==> src/rtl/mem_sram_ctrl_if.sv <==
// CPU-side load/store bus plus the 16-bit asynchronous SRAM pins.
// The master side is the pipeline and SRAM device; the slave side is the controller.
interface mem_sram_ctrl_if;
    logic        wr_en;
    logic        rd_en;
    logic [31:0] address;
    logic [31:0] write_data;
    logic [31:0] read_data;
    logic        ready;
    logic [17:0] sram_addr;
    logic [15:0] sram_dq_out;
    logic [15:0] sram_dq_in;
    logic        sram_dq_oe;
    logic        sram_we_n;

    modport master (
        output wr_en, rd_en, address, write_data, sram_dq_in,
        input  read_data, ready, sram_addr, sram_dq_out, sram_dq_oe, sram_we_n
    );

    modport slave (
        input  wr_en, rd_en, address, write_data, sram_dq_in,
        output read_data, ready, sram_addr, sram_dq_out, sram_dq_oe, sram_we_n
    );
endinterface

==> src/rtl/mem_sram_ctrl.sv <==
// Splits each 32-bit CPU load/store into two 16-bit SRAM accesses (low half, then high half),
// each held WAIT_CYCLES+1 cycles, and freezes the pipeline via ready until the word completes.
module mem_sram_ctrl #(
    parameter int WAIT_CYCLES = 2,
    parameter int BASE_ADDR   = 1024
) (
    input  logic           clk,
    input  logic           rst,
    mem_sram_ctrl_if.slave bus
);
    typedef enum logic [1:0] {IDLE, LOW, HIGH, DONE} state_t;

    localparam logic [3:0]  LAST = 4'(WAIT_CYCLES);
    localparam logic [31:0] BASE = 32'(BASE_ADDR);

    state_t      state, state_nxt;
    logic [3:0]  cnt;
    logic        is_wr;
    logic [16:0] idx_q;
    logic [31:0] data_q;
    logic [31:0] read_data_q;
    logic        req;
    logic        phase_end;

    assign req       = bus.wr_en | bus.rd_en;
    assign phase_end = (cnt == LAST);

    always_ff @(posedge clk or negedge rst) begin
        if (!rst) state <= IDLE;
        else      state <= state_nxt;
    end

    always_comb begin
        state_nxt = state;
        case (state)
            IDLE:    if (req) state_nxt = LOW;
            LOW:     if (phase_end) state_nxt = HIGH;
            HIGH:    if (phase_end) state_nxt = DONE;
            DONE:    state_nxt = IDLE;
            default: state_nxt = IDLE;
        endcase
    end

    // Address wraps modulo 2^17 words; byte offset and upper bits are dropped by the cast.
    always_ff @(posedge clk or negedge rst) begin
        if (!rst) begin
            cnt         <= 4'd0;
            is_wr       <= 1'b0;
            idx_q       <= 17'd0;
            data_q      <= 32'd0;
            read_data_q <= 32'd0;
        end else begin
            case (state)
                IDLE: begin
                    cnt <= 4'd0;
                    if (req) begin
                        is_wr  <= bus.wr_en;
                        idx_q  <= 17'((bus.address - BASE) >> 2);
                        data_q <= bus.write_data;
                    end
                end
                LOW: begin
                    if (phase_end) begin
                        cnt <= 4'd0;
                        if (!is_wr) read_data_q[15:0] <= bus.sram_dq_in;
                    end else begin
                        cnt <= cnt + 4'd1;
                    end
                end
                HIGH: begin
                    if (phase_end) begin
                        cnt <= 4'd0;
                        if (!is_wr) read_data_q[31:16] <= bus.sram_dq_in;
                    end else begin
                        cnt <= cnt + 4'd1;
                    end
                end
                default: cnt <= 4'd0;
            endcase
        end
    end

    // Strobes decode straight from state so a reset releases the bus in the same cycle.
    always_comb begin
        bus.sram_addr   = 18'd0;
        bus.sram_dq_out = 16'd0;
        bus.sram_dq_oe  = 1'b0;
        bus.sram_we_n   = 1'b1;
        bus.ready       = 1'b0;
        case (state)
            IDLE: bus.ready = !req;
            LOW: begin
                bus.sram_addr = {idx_q, 1'b0};
                if (is_wr) begin
                    bus.sram_dq_out = data_q[15:0];
                    bus.sram_dq_oe  = 1'b1;
                    bus.sram_we_n   = 1'b0;
                end
            end
            HIGH: begin
                bus.sram_addr = {idx_q, 1'b1};
                if (is_wr) begin
                    bus.sram_dq_out = data_q[31:16];
                    bus.sram_dq_oe  = 1'b1;
                    bus.sram_we_n   = 1'b0;
                end
            end
            DONE: bus.ready = 1'b1;
            default: bus.ready = 1'b0;
        endcase
    end

    assign bus.read_data = read_data_q;
endmodule

==> src/flat_wrapper.sv <==
// flat-port wrapper written by rule: the top's interface ports become plain ports
module mem_sram_ctrl_flat 
#(
    parameter int WAIT_CYCLES = 2,
    parameter int BASE_ADDR   = 1024
)
  (clk, rst, bus_wr_en, bus_rd_en, bus_address, bus_write_data, bus_sram_dq_in, bus_read_data, bus_ready, bus_sram_addr, bus_sram_dq_out, bus_sram_dq_oe, bus_sram_we_n);
  mem_sram_ctrl_if bus_i ();
  input  logic clk;
  input  logic rst;
  input wire logic [$bits(bus_i.wr_en)-1:0] bus_wr_en;
  input wire logic [$bits(bus_i.rd_en)-1:0] bus_rd_en;
  input wire logic [$bits(bus_i.address)-1:0] bus_address;
  input wire logic [$bits(bus_i.write_data)-1:0] bus_write_data;
  input wire logic [$bits(bus_i.sram_dq_in)-1:0] bus_sram_dq_in;
  output wire logic [$bits(bus_i.read_data)-1:0] bus_read_data;
  output wire logic [$bits(bus_i.ready)-1:0] bus_ready;
  output wire logic [$bits(bus_i.sram_addr)-1:0] bus_sram_addr;
  output wire logic [$bits(bus_i.sram_dq_out)-1:0] bus_sram_dq_out;
  output wire logic [$bits(bus_i.sram_dq_oe)-1:0] bus_sram_dq_oe;
  output wire logic [$bits(bus_i.sram_we_n)-1:0] bus_sram_we_n;
  assign bus_i.wr_en = bus_wr_en;
  assign bus_i.rd_en = bus_rd_en;
  assign bus_i.address = bus_address;
  assign bus_i.write_data = bus_write_data;
  assign bus_i.sram_dq_in = bus_sram_dq_in;
  assign bus_read_data = bus_i.read_data;
  assign bus_ready = bus_i.ready;
  assign bus_sram_addr = bus_i.sram_addr;
  assign bus_sram_dq_out = bus_i.sram_dq_out;
  assign bus_sram_dq_oe = bus_i.sram_dq_oe;
  assign bus_sram_we_n = bus_i.sram_we_n;
  mem_sram_ctrl #(.WAIT_CYCLES(WAIT_CYCLES), .BASE_ADDR(BASE_ADDR)) u_core (.clk(clk), .rst(rst), .bus(bus_i));
endmodule
==> config.mk <==
export PLATFORM = sky130hd
export DESIGN_NAME = mem_sram_ctrl_flat
export DESIGN_NICKNAME = d
export VERILOG_FILES = /design/src/rtl/mem_sram_ctrl_if.sv /design/src/rtl/mem_sram_ctrl.sv /design/src/flat_wrapper.sv
export SDC_FILE = /design/constraint.sdc
export NUM_CORES = 1
export LEC_CHECK = 0
export CORE_ASPECT_RATIO = 1.5
export CORE_MARGIN = 2
export CORE_UTILIZATION = 30
export CTS_CLUSTER_SIZE = 12
export DETAILED_ROUTE_END_ITERATION = 7
export PLACE_DENSITY = 0.7
export SLEW_MARGIN = 25
export SYNTH_ARGS = -nofsm -noshare
export SYNTH_HDL_FRONTEND = slang
export SYNTH_SLANG_ARGS = --single-unit
==> constraint.sdc <==
create_clock -name clk -period 2.9 [get_ports clk]
set_input_delay 0.58 -clock clk [delete_from_list [all_inputs] [get_ports clk]]
set_output_delay 0.58 -clock clk [all_outputs]
set_load 0.02 [all_outputs]
==> results.sh <==
export IMPL_status="finished, final reports clean"
export IMPL_htree_levels=3
export IMPL_finalMaxSlewViolations=0
export IMPL_grt_use_met2_pct=26.97
export IMPL_vias_per_cell=4.742
export IMPL_die_area_sq_um=13870
export IMPL_slew_headroom_pct=65.78
export IMPL_start_util_pct=30.84
export IMPL_power_switching_mw=2.532
export IMPL_final_setup_viol_count=0
export IMPL_fin_ws_ps=112.6
export IMPL_yosysTopAreaCell="dfrtp_1"
export IMPL_post_route_util_pct=45.81
export IMPL_regArea_sq_um=2202
export IMPL_p_clk_share_pct=16.8
export IMPL_hold_class="in -> async"
export IMPL_syn_avg_cell_area_sq_um=10.12
export IMPL_final_common_cell="clkdlybuf4s50_1"
export IMPL_cp_max_fo=18
export IMPL_cp_start_kind="register"
export IMPL_combPwrFrac_pct=49.9
export IMPL_worstMarginPinSlew_ps=513.3
export IMPL_fin_nets=612
export IMPL_p_leak_nw=2.642
export IMPL_ios=153
export IMPL_p_seq_share_pct=33.3
export IMPL_internal_power_mw=3.925
export IMPL_core_sq_um=12570
export IMPL_drc=0
export IMPL_synth_area_leaders="dfrtp_1, nand2_1, mux2_2"
export IMPL_skew_ps=8.212
export IMPL_fp_dieW_microns=96.83
export IMPL_min_period_ps=2787
export IMPL_synth_distinct_cells=32
export IMPL_finalHoldViolCount=0
export IMPL_num_antenna_cells=0
export IMPL_gp_congestion=0.7354
export IMPL_antenna_found_initial=0
export IMPL_r2r_slack_ps=1070
export IMPL_drive_above_1_share_pct=13.33
export IMPL_dr_first_iter_drc_count=113
export IMPL_insertion_delay_ps=330
export IMPL_grt_max_degree=55
export IMPL_ys_seq_area_share_pct=56.79
export IMPL_critPathKind="reg -> out"
export IMPL_fillerInstances=1208
export IMPL_dp_hpwl_microns=7144
export IMPL_grt_use_met3_pct=2.398
export IMPL_syn_inst=383
export IMPL_powerDensity_nw_per_um2=1121
export IMPL_final_cell_count_no_fill=681
export IMPL_clk_pin_slew_ps=60
export IMPL_cts_tree="built"
export IMPL_grt_pass1_wl_microns=15970
export IMPL_multiInputGateArea_sq_um=1589
export IMPL_final_area_sq_um=5761
export IMPL_place_area_sq_um=5458
export IMPL_max_clock_freq_mhz=358.8
export IMPL_row_count=50
export IMPL_worstPathRequired_ps=2320
export IMPL_yosys_warnings=0
export IMPL_setup_tns_ps=0
export IMPL_io_buffers=137
export IMPL_clkSinkCount=88
export IMPL_ys_ff_latch=88
export IMPL_met1_usage_pct=15.92
export IMPL_syn_nets=475
export IMPL_numCtsBuffers=9
export IMPL_period_share_pct=96.12
export IMPL_dp_cells=665
export IMPL_cts_path_max_buffers=2
export IMPL_maxCapViolations=0
export IMPL_syn_area_sq_um=3877
export IMPL_cts_setup_buffers=0
export IMPL_dr_pass1_iters=4
export IMPL_grt_usage_pct=14.26
export IMPL_top_usage_layer="met2"
export IMPL_swShare_pct=39.22
export IMPL_wire_per_inst_microns=14.85
export IMPL_vdd_ir_drop_max_uv=377.4
export IMPL_syn2layout_area_growth_pct=48.56
export IMPL_postRouteWirelength_microns=10110
export IMPL_grt_pass1_vias=3278
export IMPL_final_antenna_net_count=0
export IMPL_die_height_microns=143.2
export IMPL_grt_overflow=0
export IMPL_final_cell_mix="clkdlybuf4s50_1, nand2_1, dfrtp_1, mux2_2, nor2_1"
export IMPL_preCtsSetupSlack_ps=262.3
export IMPL_num_vias=3229
export IMPL_netlist_area_leader_share_pct=56.79
export IMPL_critPathArrivalTime_ps=2210
export IMPL_end_kind="output pin"
export IMPL_clockRootBuffer="clkbuf_16"
## what timing repair did
action                                  4_1_cts  5_1_grt
hold buffers                                  0        0
endpoints found under the setup margin        0       34
resized for setup                             0        6
## worst max-delay path, cell delays in order, from the launching register on
cell	delay [ps]
dfrtp_1	390
inv_1	100
ha_1	300
nand2_1	60
buf_4	220
nor2_1	150
clkdlybuf4s50_1	640
## worst paths after layout
check / startpoint / endpoint / cells past startpoint
min in group clk: u_core.idx_q[12]$_DFFE_PN0P_ / u_core.idx_q[12]$_DFFE_PN0P_ / 2
setup reg to reg: u_core.state[0]$_DFFE_PN0P_ / u_core.idx_q[13]$_DFFE_PN0P_ / 6
max in group asynchronous: rst / u_core.data_q[10]$_DFFE_PN0P_ / 2
hold reg to reg: u_core.idx_q[12]$_DFFE_PN0P_ / u_core.idx_q[12]$_DFFE_PN0P_ / 2
setup / recovery: u_core.state[1]$_DFFE_PN0P_ / bus_sram_dq_out[2] / 6
hold / removal: rst / u_core.bus.read_data[18]$_DFFE_PN0P_ / 1
## synth_stat cells
| cell | count |
|---|---|
| buf_1 | 3 |
| inv_1 | 6 |
| or3b_1 | 1 |
| clkbuf_1 | 14 |
| nand2_1 | 129 |
| or3_1 | 2 |
| nor2_1 | 26 |
| a21o_1 | 1 |
| or3b_2 | 1 |
| and3_1 | 17 |
| buf_2 | 4 |
| a31oi_1 | 5 |
| or3_4 | 1 |
| dfrtp_1 | 88 |
| or4_4 | 1 |
| ha_1 | 8 |
| a2111oi_0 | 1 |
| nand2_2 | 2 |
| o21ai_1 | 1 |
| a21oi_1 | 1 |
| or4_1 | 2 |
| nor4b_4 | 1 |
| o21a_1 | 1 |
| nor3b_1 | 2 |
| a22oi_1 | 16 |
| and2_1 | 1 |
| o31ai_1 | 3 |
| xnor2_1 | 4 |
| nand3_1 | 1 |
| o21ai_0 | 6 |
| or2_2 | 1 |
| mux2_2 | 33 |
## kinds of logic after synthesis
kind of cell / count (synthesis) / synth area share (%)
muxes: 33 / 9.584
DFF: 88 / 56.79
AOI/OAI and AO/OA: 35 / 6.131
and+or+nand+nor: 188 / 21.26
buffers and inverters: 27 / 2.743
xor gates and xnor gates: 4 / 0.9034
adders and majority gates: 8 / 2.582
## layer usage
layer	part of all wire (%)	wire length (microns)	up-vias
li1	-	-	1549
met1	40	4029	1572
met2	54	5492	96
met3	4.2	424	12
met4	1.6	163	0
met5	0	0	-
## sequential cells by signal, summed over array words and instances, names as in the netlist
| signal | flops |
|---|---|
| u_core.bus.read_data | 32 |
| u_core.idx_q | 17 |
| u_core.state | 2 |
| u_core.cnt | 4 |
| u_core.is_wr | 1 |
| u_core.data_q | 32 |
## final cells by class
cell class                 count  share of cell area, %
clock inverter                 6                 0.7602
timing repair buffer         147                  25.50
multi-input combinational    268                  27.58
tap                          156                  3.388
clock buffer                  10                  4.149
inverter                       6                 0.3910
sequential                    88                  38.23
## metrics by stage
| stage | power, mW | hold WS [ps] |
|---|---|---|
| floorplan | 3.944 | 284.4 |
| global placement | 5.303 | 453.9 |
| detailed placement | 5.412 | 457.7 |
| CTS | 6.523 | 216.5 |
| global route | 6.890 | 238.0 |
| finish | 6.457 | 207.5 |
## power by group through the flow
stage                     registers [mW]  logic (mW)  clock network (mW)
after global placement              2.13        3.17                   0
after global routing                2.24        3.49                1.16
after floorplan                     2.39        1.55                   0
after detailed placement            2.17        3.24                   0
final                               2.15        3.22                1.08
after CTS                           2.15        3.25                1.12
Note: power is estimated with default switching activity, not from simulation.
